File: src/rtl/fifo_param_pkg.sv
// Shared state encodings for the parametrised FIFO and helpers that decode
// which datapath operations a state performs.
package fifo_param_pkg;

    localparam int STATE_W = 3;

    typedef enum logic [STATE_W-1:0] {
        ST_INIT     = 3'b000,
        ST_NO_OP    = 3'b001,
        ST_WRITE    = 3'b010,
        ST_WR_ERROR = 3'b011,
        ST_READ     = 3'b100,
        ST_RD_ERROR = 3'b101,
        ST_RDWR     = 3'b110
    } state_e;

    function automatic logic st_writes(state_e s);
        return (s == ST_WRITE) || (s == ST_RDWR);
    endfunction

    function automatic logic st_reads(state_e s);
        return (s == ST_READ) || (s == ST_RDWR);
    endfunction

endpackage

File: src/rtl/fifo_param_ns.sv
// Combinational next-state decision for the FIFO controller, evaluated on the
// registered occupancy.
module fifo_param_ns
    import fifo_param_pkg::*;
#(
    parameter int DEPTH = 8
) (
    input  logic                     opclear,
    input  logic                     wr_en,
    input  logic                     rd_en,
    input  logic [$clog2(DEPTH):0]   data_count,
    output logic [STATE_W-1:0]       next_state
);

    localparam int AW = $clog2(DEPTH);
    localparam logic [AW:0] FULL_CNT = (AW+1)'(DEPTH);

    logic is_empty;
    logic is_full;

    assign is_empty = (data_count == '0);
    assign is_full  = (data_count == FULL_CNT);

    // A combined request on an empty FIFO degrades to a plain write, no error.
    always_comb begin
        next_state = ST_NO_OP;
        if (opclear)
            next_state = ST_INIT;
        else if (rd_en && !wr_en && is_empty)
            next_state = ST_RD_ERROR;
        else if (wr_en && !rd_en && is_full)
            next_state = ST_WR_ERROR;
        else if (rd_en && !wr_en)
            next_state = ST_READ;
        else if (wr_en && !rd_en)
            next_state = ST_WRITE;
        else if (wr_en && rd_en && is_empty)
            next_state = ST_WRITE;
        else if (wr_en && rd_en)
            next_state = ST_RDWR;
    end

endmodule

File: src/rtl/fifo_param.sv
// Parametrised synchronous FIFO: memory, head/tail pointers, occupancy counter,
// registered Moore state machine and threshold flags.
module fifo_param
    import fifo_param_pkg::*;
#(
    parameter int DATA_WIDTH = 32,
    parameter int DEPTH      = 8,
    parameter int AF_TH      = DEPTH - 1,
    parameter int AE_TH      = 1
) (
    input  logic                     clk,
    input  logic                     reset_n,
    input  logic                     opclear,
    input  logic                     wr_en,
    input  logic                     rd_en,
    input  logic [DATA_WIDTH-1:0]    d_in,
    output logic [DATA_WIDTH-1:0]    d_out,
    output logic [$clog2(DEPTH):0]   data_count,
    output logic [STATE_W-1:0]       state,
    output logic                     full,
    output logic                     empty,
    output logic                     almost_full,
    output logic                     almost_empty,
    output logic                     wr_ack,
    output logic                     wr_err,
    output logic                     rd_ack,
    output logic                     rd_err
);

    localparam int AW = $clog2(DEPTH);
    localparam logic [AW:0] FULL_CNT = (AW+1)'(DEPTH);
    localparam logic [AW:0] AF_CNT   = (AW+1)'(AF_TH);
    localparam logic [AW:0] AE_CNT   = (AW+1)'(AE_TH);

    state_e                  state_q;
    state_e                  state_d;
    logic [STATE_W-1:0]      ns_raw;
    logic [AW-1:0]           head_q, head_d;
    logic [AW-1:0]           tail_q, tail_d;
    logic [AW:0]             count_q, count_d;
    logic [DATA_WIDTH-1:0]   dout_q, dout_d;
    logic [DATA_WIDTH-1:0]   mem_q [DEPTH];

    fifo_param_ns #(
        .DEPTH      (DEPTH)
    ) u_ns (
        .opclear    (opclear),
        .wr_en      (wr_en),
        .rd_en      (rd_en),
        .data_count (count_q),
        .next_state (ns_raw)
    );

    assign state_d = state_e'(ns_raw);

    always_ff @(posedge clk or negedge reset_n) begin
        if (!reset_n)
            state_q <= ST_INIT;
        else
            state_q <= state_d;
    end

    // Datapath follows the state being entered, so it updates on the same edge.
    always_comb begin
        head_d  = head_q;
        tail_d  = tail_q;
        count_d = count_q;
        dout_d  = dout_q;
        case (state_d)
            ST_INIT: begin
                head_d  = '0;
                tail_d  = '0;
                count_d = '0;
                dout_d  = '0;
            end
            ST_WRITE: begin
                tail_d  = tail_q + AW'(1);
                count_d = count_q + (AW+1)'(1);
            end
            ST_READ: begin
                dout_d  = mem_q[head_q];
                head_d  = head_q + AW'(1);
                count_d = count_q - (AW+1)'(1);
            end
            ST_RDWR: begin
                dout_d  = mem_q[head_q];
                head_d  = head_q + AW'(1);
                tail_d  = tail_q + AW'(1);
            end
            default: ;
        endcase
    end

    always_ff @(posedge clk or negedge reset_n) begin
        if (!reset_n) begin
            head_q  <= '0;
            tail_q  <= '0;
            count_q <= '0;
            dout_q  <= '0;
        end else begin
            head_q  <= head_d;
            tail_q  <= tail_d;
            count_q <= count_d;
            dout_q  <= dout_d;
        end
    end

    // When full, head == tail: the read above samples the old word before this
    // write replaces it, so the freed slot is reused without corruption.
    always_ff @(posedge clk) begin
        if (reset_n && st_writes(state_d))
            mem_q[tail_q] <= d_in;
    end

    always_comb begin
        wr_ack = st_writes(state_q);
        rd_ack = st_reads(state_q);
        wr_err = (state_q == ST_WR_ERROR);
        rd_err = (state_q == ST_RD_ERROR);
    end

    assign state        = state_q;
    assign d_out        = dout_q;
    assign data_count   = count_q;
    assign full         = (count_q == FULL_CNT);
    assign empty        = (count_q == '0);
    assign almost_full  = (count_q >= AF_CNT);
    assign almost_empty = (count_q <= AE_CNT);

endmodule
File: config.mk
export PLATFORM = sky130hd
export DESIGN_NAME = fifo_param
export DESIGN_NICKNAME = d
export VERILOG_FILES = /design/src/rtl/fifo_param_pkg.sv /design/src/rtl/fifo_param_ns.sv /design/src/rtl/fifo_param.sv
export SDC_FILE = /design/constraint.sdc
export NUM_CORES = 1
export LEC_CHECK = 0
export ABC_CLOCK_PERIOD_IN_PS = 6900
export BUFFER_PORTS_ARGS = -buffer_cell sky130_fd_sc_hd__clkbuf_2
export CAP_MARGIN = 20
export CORE_MARGIN = 3
export CORE_UTILIZATION = 64
export DETAILED_ROUTE_END_ITERATION = 6
export HOLD_SLACK_MARGIN = 0.08
export PLACE_DENSITY = 0.82
export SYNTH_ARGS = -nofsm -noshare
export SYNTH_HDL_FRONTEND = slang
export SYNTH_SLANG_ARGS = --single-unit
export TNS_END_PERCENT = 5
File: constraint.sdc
create_clock -name clk -period 6.9 [get_ports clk]
set_input_delay 0.345 -clock clk [delete_from_list [all_inputs] [get_ports clk]]
set_output_delay 0.345 -clock clk [all_outputs]
set_load 0.05 [all_outputs]
==> impl_results.md <==
- Starting DRT DRC Count: slightly below 700
- Area of the multi-input gates: 2610 sq um
- Synthesis warning total: 0
- Mapped cell area: 11600 sq um
- Net Sw Frac: 30.3%
- Reg power frac: between 40% and 50%
- Worst R2R Setup Slack: 4.23 ns
- Logic gate share of total power: 22.9%
- Core region area: 17500 sq um
- Area growth, synth to finish: 16.0%
- Relative slew slack: 36.1%
- CTS tree: built
- Port-buffer cells: 83
- Top post-synthesis cells by area: edfxtp_1 (66%), mux4_2 (12%), dfrtp_1 (9.7%), mux2i_1 (2.9%), o21ai_0 (1.5%)
- Slew @ Worst Pin: 0.949 ns
- FF+latch count, synth: 301
- Status: finished, final reports clean
- # rows: 48
- Number of diodes: 0
- CTS clk-pin slew, worst paths: 0.06 ns
- Crit share post-route: about 40%
- Total iterations of the first detailed-routing run: 4
- Fillers: 963
- Crit path max fanout: 8
- Routability cong.: around 0.75
- Storage element area: 8820 sq um
- CTS Buffer Depth: 3
- Detail Placement HPWL: 12.8 mm
- Fin cells: roughly 940
- Final wirelength: approximately 24 mm
- Die Y: 141 um
- Clock Power Share: roughly a third
- Clk Tree Root Cell: clkbuf_16
- Latest clock arrival within the worst-skew pair: roughly 0.55 ns
- Vias in the first global route: 6377
- VDD IR max: 0.309 mV
- Dpl cells: ~870
- Fin Setup TNS: 0 ns
- Antenna violations before repair: 0
- Clk_skew: between 0.01 and 0.015 ns
- Sw Pwr: 1.47 mW
- Endpoints failing setup: 0
- Global-route wire length before repair: 37.5 mm
- Pins Over Slew Limit: 0
- Residual DRC count: 0
- Number of CTS-inserted buffers: 29
- Hold Violations, Final: 0
- Final ANT Viol Nets: 0
- Via density: 6.33
- Leakage Power: 4.59 nW
- RSZ-0062 raised after global routing: false
- Async S/R FF share, synth: between 10% and 20%
- CP Capture Type: output port
- Power density of the placed cells: 360 nW/um^2
- Tmin final: 2.72 ns
- Die Span X: 141 um
- Cell-internal power: roughly 3.4 mW
- PnR worst setup slack: roughly 4.2 ns
- Total of max-cap violations: 0
- Starting Density: between 60 and 70%
- Vias after detailed routing: 5947
- Top FF cell, synth: edfxtp_1
- EDFF count, synth: 256
- Post-synthesis sequential area ratio: 76.1%
- Syn Inst Count: 572
- Max Clk Rate: around 0.37 GHz
- Yosys top cell by area: edfxtp_1
- Share of the synthesized area in the top cell type: 66.4%
- Layout Utilization: between 70% and 80%
- Share of cells above drive strength 1: 31.7%
- Syn Area/Cell: 20.3 sq um
- CTS Sinks: 301
- Die ar.: 19800 sq um
- Post-Place Worst Slack: approximately 4.2 ns
- Req. time, crit path: 6.55 ns
- H-tree lvl count: 1
- Total GRT Usage: between 20% and 30%
- Crit path arrival time: 2.37 ns
- Crit Path Category: flip-flop to output port
- NumNets Final: 733
- I/O pin count: 84
- Hold/Removal Path Class: input port to flip-flop
- Worst hold slack: 0.0981 ns
- Largest net degree at the start of global routing: 67
- Post-synth net total: just over 600
- Count of different cell masters after synthesis: 43
- Wire length per cell: 25.4 um
- Startpoint Class: flip-flop
- Total congestion overflow: 0
flip-flops by register name, summed over array words and instances (netlist names):
signal and flops:
state 3, d_out 32, head_q 3, data_count 4, mem_q 256, tail_q 3
metrics by stage:
step	cell area (sq um)	power [mW]
6_report	13400	4.84
5_1_grt	13400	5.02
4_1_cts	13400	4.87
3_5_place_dp	12300	3.33
3_3_place_gp	12300	3.29
2_1_floorplan	11600	3.08
cell usage in the layout (no fill, tap or decap), types with 2 or more instances in the layout:
cell           netlist  final
buf_4                5     14
mux2i_1             34     34
buf_12               0      4
clkbuf_1             2     10
nand3_1              2      2
o211ai_1             2      2
nor2_1               9      7
dfrtp_1             45     42
bufinv_16            0      2
edfxtp_1           256    256
nand2_1             38     38
dfrtp_2              0      2
inv_1                8      8
xor2_1               3      3
clkinv_1             0      2
dlygate4sd3_1        0     16
clkbuf_8             0      3
clkinv_2             0      5
ha_1                 5      5
nand2b_1             4      4
nor4_2               0      2
nor2_4               0      2
o21ai_0             34     34
nor3_1               6      2
a21oi_1              2      2
clkbuf_16            0     29
mux4_2              64     64
nand3b_1             2      2
nor3_2               1      5
o21ai_1              6      6
nor2b_1              3      3
clkbuf_2             3     83
power by group through the flow:
stage	sequential, mW	clock (mW)	combinational [mW]
finish	2.19	1.54	1.11
global route	2.21	1.63	1.18
floorplan	2.41	0	0.668
global placement	2.23	0	1.06
CTS	2.20	1.56	1.12
detailed placement	2.23	0	1.10
path summary, 6_finish.rpt:
check	from	to	cells past startpoint
worst max-delay path	data_count[0]	empty	5
worst min-delay path	d_in[27]	mem_q[5][27]	1
max in group asynchronous	reset_n	head_q[0]	3
min in group asynchronous	reset_n	head_q[2]	3
worst min register to register	d_out[14]	d_out[14]	2
worst max register to register	head_q[0]	d_out[7]	4
synthesized netlist by cell type (2+ instances only):
cell type / number
a21oi_1: 2
buf_1: 5
buf_2: 10
buf_4: 5
buf_6: 4
clkbuf_1: 2
clkbuf_2: 3
dfrtp_1: 45
edfxtp_1: 256
ha_1: 5
inv_1: 8
mux2i_1: 34
mux4_2: 64
nand2_1: 38
nand2b_1: 4
nand3_1: 2
nand3b_1: 2
nor2_1: 9
nor2b_1: 3
nor3_1: 6
nor4_1: 2
o211ai_1: 2
o21ai_0: 34
o21ai_1: 6
xor2_1: 3
area by class of cell:
cell class	count	share of cell area [%]
multi-input combinational	233	19.4
inverter	9	0.251
clock inverter	12	0.959
clock buffer	42	5.99
tap	225	2.09
timing repair buffer	117	5.66
sequential	301	65.6
worst max-delay path: stages (launching register included):
cell and delay [ns]:
dfrtp_1 0.46, inv_1 0.14, ha_1 0.32, or3b_4 0.45, inv_1 0.16, clkbuf_2 0.31
repair_timing:
item,CTS,global route
gates resized for setup,0,0
hold buffers,16,0
hold endpoints to repair,161,0
setup buffers,0,0
metal layers:
layer	up-vias	part of all wire (%)	track usage [%]
met5	-	0	0
met4	0	2.7	8.36
met3	54	6.0	3.99
met2	244	52	42.0
met1	3107	39	34.7
li1	2542	-	-
kinds of logic (layout without fill, tap and decap cells):
group                    count (synthesis)  after routing  share of synthesized area (%)
adder cells (fa/ha/maj)                  5              5                          0.540
buffers and inverters                   38            180                           1.79
AND/OR/NAND/NOR                         73             73                           3.07
flip-flops                             301            301                           76.1
AO/OA/AOI/OAI                           53             53                           2.84
multiplexers                            98             98                           15.4
XOR/XNOR                                 4              4                          0.302
Note: power is estimated with default switching activity, not from simulation.
